`src/rtl/axi_lite_master_bridge_pkg.sv`:
```
// Shared definitions for the AXI-Lite master bridge.
// Holds bus widths, AXI response codes and the bridge FSM state type.
package axi_lite_master_bridge_pkg;

    localparam int AXI_ADDR_BITS = 32;
    localparam int AXI_DATA_BITS = 32;

    localparam logic [1:0] AXI_RESP_OKAY   = 2'b00;
    localparam logic [1:0] AXI_RESP_SLVERR = 2'b10;
    localparam logic [1:0] AXI_RESP_DECERR = 2'b11;

    typedef enum logic [2:0] {
        IDLE,
        RD_ADDR,
        RD_DATA,
        WR,
        WR_RESP
    } bridge_state_e;

endpackage

```
`src/rtl/axi_lite_master_bridge.sv`:
```
// Core-request to AXI-Lite master bridge with one outstanding transaction.
// Every AXI and core output is a flop. Each flop is loaded from the next-state
// decode, so the outputs line up with the state register without a comb path.
// Optional feature: define AXI_MASTER_TIMEOUT_EN to abort any transaction that
// is still outstanding TIMEOUT_CYCLES cycles after acceptance. The abort
// returns an error response.
module axi_lite_master_bridge
    import axi_lite_master_bridge_pkg::*;
#(
    parameter int TIMEOUT_CYCLES = 256
) (
    input  logic                       ACLK,
    input  logic                       ARESETn,
    // core request
    input  logic                       req_valid,
    output logic                       req_ready,
    input  logic                       req_we,
    input  logic [AXI_ADDR_BITS-1:0]   req_addr,
    input  logic [AXI_DATA_BITS-1:0]   req_wdata,
    input  logic [AXI_DATA_BITS/8-1:0] req_wstrb,
    // core response
    output logic                       resp_valid,
    output logic [AXI_DATA_BITS-1:0]   resp_rdata,
    output logic                       resp_err,
    // AXI read channels
    output logic [AXI_ADDR_BITS-1:0]   ARADDR,
    output logic                       ARVALID,
    input  logic                       ARREADY,
    input  logic [AXI_DATA_BITS-1:0]   RDATA,
    input  logic [1:0]                 RRESP,
    input  logic                       RVALID,
    output logic                       RREADY,
    // AXI write channels
    output logic [AXI_ADDR_BITS-1:0]   AWADDR,
    output logic                       AWVALID,
    input  logic                       AWREADY,
    output logic [AXI_DATA_BITS-1:0]   WDATA,
    output logic [AXI_DATA_BITS/8-1:0] WSTRB,
    output logic                       WVALID,
    input  logic                       WREADY,
    input  logic [1:0]                 BRESP,
    input  logic                       BVALID,
    output logic                       BREADY
);

    bridge_state_e              state_q, state_d;
    logic                       aw_done_q, aw_done_d;
    logic                       w_done_q, w_done_d;
    logic                       resp_fire;
    logic                       resp_err_d;
    logic [AXI_DATA_BITS-1:0]   resp_rdata_d;
    logic                       accept;
    logic                       timeout;

    assign accept = req_valid && req_ready;

    // A zero limit would abort a transaction on the same edge that accepts it.
    if (TIMEOUT_CYCLES < 1) begin : g_bad_timeout
        $error("TIMEOUT_CYCLES must be at least 1");
    end

`ifdef AXI_MASTER_TIMEOUT_EN
    localparam int TMO_W = $clog2(TIMEOUT_CYCLES + 1);
    logic [TMO_W-1:0] tmo_cnt;

    // Counts busy cycles since acceptance. It fires on the TIMEOUT_CYCLES-th busy edge.
    always_ff @(posedge ACLK or negedge ARESETn) begin
        if (!ARESETn)
            tmo_cnt <= '0;
        else if (accept)
            tmo_cnt <= '0;
        else if (state_q != IDLE)
            tmo_cnt <= tmo_cnt + 1'b1;
    end

    assign timeout = (state_q != IDLE) && (tmo_cnt == TMO_W'(TIMEOUT_CYCLES - 1));
`else
    assign timeout = 1'b0;
`endif

    // State register and per-channel write completion flags.
    always_ff @(posedge ACLK or negedge ARESETn) begin
        if (!ARESETn) begin
            state_q   <= IDLE;
            aw_done_q <= 1'b0;
            w_done_q  <= 1'b0;
        end else begin
            state_q   <= state_d;
            aw_done_q <= aw_done_d;
            w_done_q  <= w_done_d;
        end
    end

    // Next-state decode, plus the response that the current cycle produces.
    always_comb begin
        state_d      = state_q;
        aw_done_d    = aw_done_q;
        w_done_d     = w_done_q;
        resp_fire    = 1'b0;
        resp_err_d   = 1'b0;
        resp_rdata_d = '0;
        case (state_q)
            IDLE: begin
                if (accept) begin
                    state_d   = req_we ? WR : RD_ADDR;
                    aw_done_d = 1'b0;
                    w_done_d  = 1'b0;
                end
            end
            RD_ADDR: begin
                if (ARVALID && ARREADY)
                    state_d = RD_DATA;
            end
            RD_DATA: begin
                if (RVALID && RREADY) begin
                    state_d      = IDLE;
                    resp_fire    = 1'b1;
                    resp_err_d   = (RRESP != AXI_RESP_OKAY);
                    resp_rdata_d = RDATA;
                end
            end
            WR: begin
                aw_done_d = aw_done_q || (AWVALID && AWREADY);
                w_done_d  = w_done_q  || (WVALID && WREADY);
                if (aw_done_d && w_done_d) begin
                    state_d   = WR_RESP;
                    aw_done_d = 1'b0;
                    w_done_d  = 1'b0;
                end
            end
            WR_RESP: begin
                if (BVALID && BREADY) begin
                    state_d    = IDLE;
                    resp_fire  = 1'b1;
                    resp_err_d = (BRESP != AXI_RESP_OKAY);
                end
            end
            default: state_d = IDLE;
        endcase
        // An abort overrides any handshake that completes on the same cycle.
        if (timeout) begin
            state_d      = IDLE;
            aw_done_d    = 1'b0;
            w_done_d     = 1'b0;
            resp_fire    = 1'b1;
            resp_err_d   = 1'b1;
            resp_rdata_d = '0;
        end
    end

    // Handshake outputs are flops loaded from the next-state decode.
    always_ff @(posedge ACLK or negedge ARESETn) begin
        if (!ARESETn) begin
            req_ready  <= 1'b0;
            ARVALID    <= 1'b0;
            RREADY     <= 1'b0;
            AWVALID    <= 1'b0;
            WVALID     <= 1'b0;
            BREADY     <= 1'b0;
            resp_valid <= 1'b0;
            resp_err   <= 1'b0;
            resp_rdata <= '0;
        end else begin
            req_ready  <= (state_d == IDLE);
            ARVALID    <= (state_d == RD_ADDR);
            RREADY     <= (state_d == RD_DATA);
            AWVALID    <= (state_d == WR) && !aw_done_d;
            WVALID     <= (state_d == WR) && !w_done_d;
            BREADY     <= (state_d == WR_RESP);
            resp_valid <= resp_fire;
            if (resp_fire) begin
                resp_err   <= resp_err_d;
                resp_rdata <= resp_rdata_d;
            end
        end
    end

    // Payload is captured only at acceptance, so it cannot move while its VALID is high.
    always_ff @(posedge ACLK or negedge ARESETn) begin
        if (!ARESETn) begin
            ARADDR <= '0;
            AWADDR <= '0;
            WDATA  <= '0;
            WSTRB  <= '0;
        end else if (accept) begin
            if (req_we) begin
                AWADDR <= req_addr;
                WDATA  <= req_wdata;
                WSTRB  <= req_wstrb;
            end else begin
                ARADDR <= req_addr;
            end
        end
    end

endmodule

```
`config.mk`:
```
export PLATFORM = sky130hd
export DESIGN_NAME = axi_lite_master_bridge
export DESIGN_NICKNAME = d
export VERILOG_FILES = /design/src/rtl/axi_lite_master_bridge_pkg.sv /design/src/rtl/axi_lite_master_bridge.sv
export SDC_FILE = /design/constraint.sdc
export NUM_CORES = 1
export LEC_CHECK = 0
export ABC_AREA = 1
export BUFFER_PORTS_ARGS = -buffer_cell sky130_fd_sc_hd__buf_2
export CAP_MARGIN = 10
export CORE_AREA = 5 5 115 117
export CTS_CLUSTER_SIZE = 20
export DETAILED_ROUTE_END_ITERATION = 6
export DIE_AREA = 0 0 120 122
export GPL_TIMING_DRIVEN = 1
export PLACE_DENSITY = 0.77
export SYNTH_ARGS = -nofsm -noshare
export SYNTH_HDL_FRONTEND = slang
export SYNTH_SLANG_ARGS = --single-unit
export TNS_END_PERCENT = 10
```
`constraint.sdc`:
```
create_clock -name ACLK -period 1.8 [get_ports ACLK]
set_input_delay 0.36 -clock ACLK [delete_from_list [all_inputs] [get_ports ACLK]]
set_output_delay 0.36 -clock ACLK [all_outputs]
set_load 0.005 [all_outputs]
```
==> out/metrics.yaml, run 1 <==
outcome:
  status: "finished clean"
floorplanning:
  die_area_um2: 14640
  initial_core_util_pct: 45.43
  rows: 41
  die_h_um: 122
  core-area_um2: 12260
  boundaryPins: 253
  die_w_um: 120
timing:
  period_minus_slack_ns: 1.354
  hold_viol_final: 0
  tightestPinTransition_ns: 0.5492
  setup_slack_ns: 0.4460
  clock-skew-final_ns: 0.005951
  slew_violations: 0
  setup-violations-final: 0
  rsz0062_at_grt: "false"
  period_share_pct: 75.22
  slew_headroom_pct: 63.38
  max_freq_mhz: 738.6
  finalSetupTns_ns: 0
logic_synthesis:
  ys_ff_latch: 145
  syn-num-nets: 633
  seq_area_frac_synth_pct: 65.14
  syn_inst: 520
  synth.distinct_cells: 24
  synth_area_um2: 5570
  yosys_warnings: 0
  avgSynthCellArea_um2: 10.71
min_path:
  min_path_cells: 2
  hold_path.class: "in2reg"
pwr:
  p_comb_share_pct: 30.6
  p_sw_share_pct: 30.98
  power.total_uw: 12860
  power_density_nw_per_um2: 1692
  p_switching_uw: 3985
  peakVddDrop_uv: 832.6
  clkPwrFrac_pct: 26.2
  total_leakage_power_uw: 0.004297
  internal_power_uw: 8876
  seqPwrFrac_pct: 43.3
global_routing:
  antenna_found_initial: 0
  grt_usage_pct: 18.78
  overflow: 0
  grt_pass1_wl_mm: 21.40
  grt_max_degree: 65
  grt_pass1_vias: 4306
routing:
  drc: 0
  drt_iter0_drc: 246
  top_layer_used: "met4"
  antenna_left: 0
  drt_first_pass_iters: 6
  drt-met1-wl_mm: 5.571
  met3_length_um: 895
  routed_via_density: 4.612
  wirelength_mm: 13.63
  routed-via-count: 4335
  wl_per_cell_um: 14.49
  route.met2.wl_mm: 6.791
placed_design:
  pre_cts_slack_ns: 0.3498
  dp_hpwl_mm: 10.40
  dpl-instance-area_um2: 7012
  io_buffers: 252
  gp_congestion: 0.7923
finish:
  drive_above_1_share_pct: 43.35
  utilization_pct: 62.01
  fill_cells: 1039
  syn_to_final_growth_pct: 36.48
  num-nets-final: 891
  finalInstanceArea_um2: 7602
job:
  cap_violations: 0
clock_tree:
  clockBufferDepth: 2
  clk_pin_slew_ns: 0.06
  cts_tree: "done"
  insertion_delay_ns: 0.40
  cts_root_buf: "clkbuf_16"
  cts_made_buffers: 17
  h-tree-depth: 4
  clock-sinks: 145
  cts_resized: 0
worst_setup_path:
  path_class: "reg2reg"
  ff2ff_path_depth: 5
  cp.required_ns: 2.08
  arrival_ns: 1.64
  crit_path_start_kind: "flop"
  cp_max_fo: 24
  crit_path_end_kind: "flop"
==> what timing repair did <==
item | in CTS | in global routing
hold buffers | 1 | 0
buffers inserted | 0 | 0
hold endpoints to repair | 25 | 0
==> flip-flops by register name, indices dropped and copies added, names as in the netlist <==
| name | cells |
|---|---|
| ARADDR | 32 |
| ARVALID | 1 |
| AWADDR | 32 |
| AWVALID | 1 |
| BREADY | 1 |
| RREADY | 1 |
| WDATA | 32 |
| WSTRB | 4 |
| WVALID | 1 |
| aw_done_q | 1 |
| req_ready | 1 |
| resp_err | 1 |
| resp_rdata | 32 |
| resp_valid | 1 |
| state_q | 3 |
| w_done_q | 1 |
==> cells in the final DEF (no fill, tap or decap), types with 2 or more instances in the layout <==
cell type	netlist	final
nand3_1	11	11
o21ai_1	35	35
clkbuf_8	0	3
a21oi_1	3	3
inv_1	72	72
clkinv_2	0	4
buf_12	0	4
nand2_4	1	2
buf_4	0	6
bufinv_16	0	2
o21ai_0	61	61
clkbuf_16	0	17
nor2_1	7	7
clkinvlp_4	0	3
mux2_2	36	36
inv_2	2	2
nand2_1	111	110
nand2_2	3	3
buf_2	9	251
dfrtp_1	145	145
==> path summary, 6_finish.rpt <==
| check | startpoint | endpoint | slack (ns) |
|---|---|---|---|
| setup / recovery | state_q[0] | resp_err | 0.45 |
| hold reg to reg | AWADDR[9] | AWADDR[9] | 0.48 |
| max in group asynchronous | ARESETn | ARADDR[6] | 0.83 |
| setup reg to reg | state_q[0] | resp_err | 0.45 |
| min in group asynchronous | ARESETn | resp_rdata[23] | 0.40 |
| hold / removal | req_wdata[25] | WDATA[25] | 0.18 |
==> power groups by stage <==
| stage | registers, uW | clock network, uW | logic (uW) |
|---|---|---|---|
| floorplan | 5710 | 0 | 1670 |
| CTS | 5580 | 3450 | 4020 |
| global route | 5770 | 3580 | 4400 |
| detailed placement | 5590 | 0 | 4020 |
| global placement | 5560 | 0 | 3890 |
| finish | 5570 | 3360 | 3930 |
==> synth_stat cells <==
master | count | share of area, %
o21ai_0 | 61 | 5.5
nor3_2 | 1 | 0.18
o21bai_1 | 1 | 0.13
o21ai_1 | 35 | 3.1
buf_2 | 9 | 0.81
o211ai_1 | 1 | 0.13
nor2_1 | 7 | 0.47
nand3_1 | 11 | 0.99
inv_1 | 72 | 4.9
dfrtp_1 | 145 | 65
nand2_4 | 1 | 0.20
mux2_2 | 36 | 7.3
or2_1 | 1 | 0.11
nand4_4 | 1 | 0.38
inv_4 | 1 | 0.11
nand3_2 | 1 | 0.18
nor2_4 | 1 | 0.20
a21oi_1 | 3 | 0.27
nand2_2 | 3 | 0.34
o21ai_2 | 1 | 0.16
clkbuf_1 | 9 | 0.61
inv_2 | 2 | 0.13
nand2_1 | 111 | 7.5
buf_6 | 6 | 1.2
==> area by class of cell <==
class	instances	area (um^2)	share of cell area, %
well taps	150	187.7	2.469
clock buffers	20	466.7	6.139
clock inverters	10	111.4	1.465
diodes	1	2.502	0.03292
inverters	75	284.0	3.736
multi-input cells	276	1519	19.98
repair buffers	263	1403	18.45
flip-flops and latches	145	3628	47.73
==> metrics by stage <==
step                      std cells  hold slack (ns)
after detailed placement        908           0.2503
after global placement          908           0.2490
final                           940           0.1834
after global routing            939           0.1728
after floorplan                 520          0.06441
after CTS                       939           0.1653
==> per-layer routing <==
metal	track usage, %	vias up
li1	-	2165
met1	22.34	1989
met2	31.75	156
met3	5.478	25
met4	8.375	0
met5	0	-
==> critical path, cell delays in order, from the launching register on <==
cell and delay (ns):
dfrtp_1 0.44, inv_1 0.12, nand4_4 0.12, buf_4 0.29, o21bai_1 0.19, nand3_2 0.08
==> logic make-up after synthesis <==
family          synth area share, %
flops                         65.14
simple gates                  10.53
compound gates                9.322
buf+inv                       7.727
mux                           7.278
Note: power is estimated with default switching activity, not from simulation.
==> inputs of run 2 (changes only) <==
Settings changed: CORE_AREA 5 5 115 117 to 5 5 122 124, DIE_AREA 0 0 120 122 to 0 0 127 129, PLACE_DENSITY 0.77 to 0.72.
Clock period 1.8 ns to 1.24 ns, I/O delays scaled along.
==> run 2 against run 1 <==
Compared with the run above:
- the flow now finishes with violations (negative setup slack)
- core utilization shrank 0.94 points
- first-iteration DRC count grew 31%
- fmax rose by 1.5%
- clock power grew 55%
- via count grew 6.9%
- critical path depth grew 1
- count of clock-buffer cells in the layout increased by 3
- sequential share of layout area shrank 4.2 points
- final cell count rose by 6.8%
- worst hold slack lost 0.12 ns
- critical path type unchanged
- largest cell class unchanged
==> out/metrics.yaml, run 2 (synthesis results as in run 1) <==
routing:
  antenna_left: 0  # unchanged
  routed-via-count: 4636  # +6.9%
  drt_iter0_drc: 322  # +31%
  drt_first_pass_iters: 5  # -1
  wirelength_mm: 15.60  # +15%
  wl_per_cell_um: 15.54  # +7.2%
  drc: 0  # unchanged
  routed_via_density: 4.618  # +0.13%
global_routing:
  grt_max_degree: 37  # -43%
  grt_usage_pct: 18.62  # -0.16 points
  overflow: 0  # unchanged
  grt_pass1_vias: 4706  # +9.3%
  antenna_found_initial: 0  # unchanged
  grt_pass1_wl_mm: 23.90  # +12%
worst_setup_path:
  arrival_ns: 1.63  # about the same
  cp.required_ns: 1.53  # -0.55 ns
  cp_max_fo: 7  # -71%
  ff2ff_path_depth: 6  # +1
  crit_path_start_kind: "flop"
  crit_path_end_kind: "flop"
  path_class: "reg2reg"
floorplanning:
  core-area_um2: 13670  # +11%
  rows: 43  # +4.9%
  die_h_um: 129  # +5.7%
  boundaryPins: 253  # unchanged
  initial_core_util_pct: 40.76  # -4.7 points
  die_area_um2: 16380  # +12%
  die_w_um: 127  # +5.8%
placed_design:
  dp_hpwl_mm: 10.94  # +5.2%
  io_buffers: 252  # unchanged
  numPlacedInstances: 954  # +5.1%
  pre_cts_slack_ns: -0.07726  # -0.4270 ns
  gp_congestion: 0.7924  # about the same
timing:
  hold_viol_final: 0  # unchanged
  period_share_pct: 107.5  # +32 points
  slew_violations: 0  # unchanged
  rsz0062_at_grt: "true"
  setup-violations-final: 50  # +50
  clock-skew-final_ns: 0.008037  # +0.002087 ns
  setup_slack_ns: -0.09346  # -0.5395 ns
  tightestPinTransition_ns: 0.3670  # -0.1822 ns
  slew_headroom_pct: 75.53  # +12 points
  max_freq_mhz: 749.9  # +1.5%
  holdWs_ns: 0.06315  # -0.1202 ns
  period_minus_slack_ns: 1.333  # -0.02052 ns
finish:
  syn_to_final_growth_pct: 49.82
  stdcell_count: 1004  # +6.8%
  final_common_cell: "buf_2"
  num-nets-final: 924  # +3.7%
  antennaDiodeCount: 0  # -1
  drive_above_1_share_pct: 50.12  # +6.8 points
  mostFrequentLayoutCells: "buf_2 (251), dfrtp_1 (142), nand2_1 (94)"
min_path:
  hold_path.class: "in2reg"
  min_path_cells: 2  # unchanged
pwr:
  peakVddDrop_uv: 1033  # +24%
  total_leakage_power_uw: 0.004706  # +9.5%
  power_density_nw_per_um2: 2440  # +44%
clock_tree:
  clk_pin_slew_ns: 0.06  # about the same
  insertion_delay_ns: 0.41  # about the same
  cts_made_buffers: 17  # unchanged
  clock-sinks: 145  # unchanged
  cts_root_buf: "clkbuf_16"
  cts_tree: "done"
  clockBufferDepth: 2  # unchanged
  h-tree-depth: 4  # unchanged
outcome:
  status: "finished, violations left"
  violations: "negative setup slack"
job:
  cap_violations: 0  # unchanged
==> run 2: changes by cell type in the layout (fill, tap and decap cells not counted), moves of 13 or more <==
| cell | delta |
|---|---|
| buf_6 | +13 |
| mux2_4 | +27 |
| o21ai_1 | +22 |
| o21ai_0 | -31 |
| mux2_2 | -27 |
| nand2_1 | -16 |
| nand2_2 | +15 |
==> run 2: power by group <==
| part | total, uW | internal, uW | switching, uW |
|---|---|---|---|
| combinational | 7000 | 3740 | 3250 |
| clock | 5200 | 3320 | 1880 |
| sequential | 8170 | 6940 | 1230 |
==> run 2: layer usage <==
metal | track usage (%) | part of all wire, %
met1 | 21.82 | 40
met2 | 31.85 | 51
met3 | 5.189 | 6.6
met4 | 8.707 | 2.7
met5 | 0 | 0
==> run 2: worst paths after layout <==
kind | startpoint | to | slack (ns)
worst min register to register | ARADDR[11] | ARADDR[11] | 0.48
worst min-delay path | req_wdata[4] | WDATA[4] | 0.06
min in group asynchronous | ARESETn | resp_rdata[11] | 0.31
max in group asynchronous | ARESETn | ARADDR[28] | 0.44
worst max-delay path | req_ready | WDATA[18] | -0.09
worst max register to register | req_ready | WDATA[18] | -0.09
==> run 2: critical path, stage by stage, from the launching register on <==
cell,delay (ns)
dfrtp_1,0.38
nand2_2,0.08
inv_2,0.05
nand2_4,0.12
buf_12,0.16
buf_12,0.12
mux2_4,0.30
==> run 2: area by class of cell <==
type / count / area (um^2)
inverters: 75 / 291.5
clock buffers: 23 / 478.0
repair buffers: 296 / 1839
flip-flops and latches: 145 / 3632
fillers: 1159 / 5320
multi-input cells: 276 / 1749
well taps: 180 / 225.2
clock inverters: 9 / 130.1
==> run 2: stage by stage <==
stage	util (%)	setup TNS, ns	instance area [um^2]	power, uW
floorplan	-	-0.3654	5577	10710
global placement	52.74	-0.4986	7207	13890
detailed placement	52.74	-1.306	7207	14180
CTS	59.06	-1.467	8070	19990
global route	61.07	-8.256	8346	21750
finish	61.07	-2.226	8346	20360
==> run 2: what timing repair did <==
| item | 4_1_cts | 5_1_grt |
|---|---|---|
| gates cloned | 2 | 0 |
| buffers inserted | 8 | 8 |
| hold buffers | 1 | 0 |
| endpoints found under the hold margin | 27 | 0 |
| endpoints found under the setup margin | 78 | 140 |
| pin swaps | 2 | 10 |
| gates resized for setup | 42 | 86 |
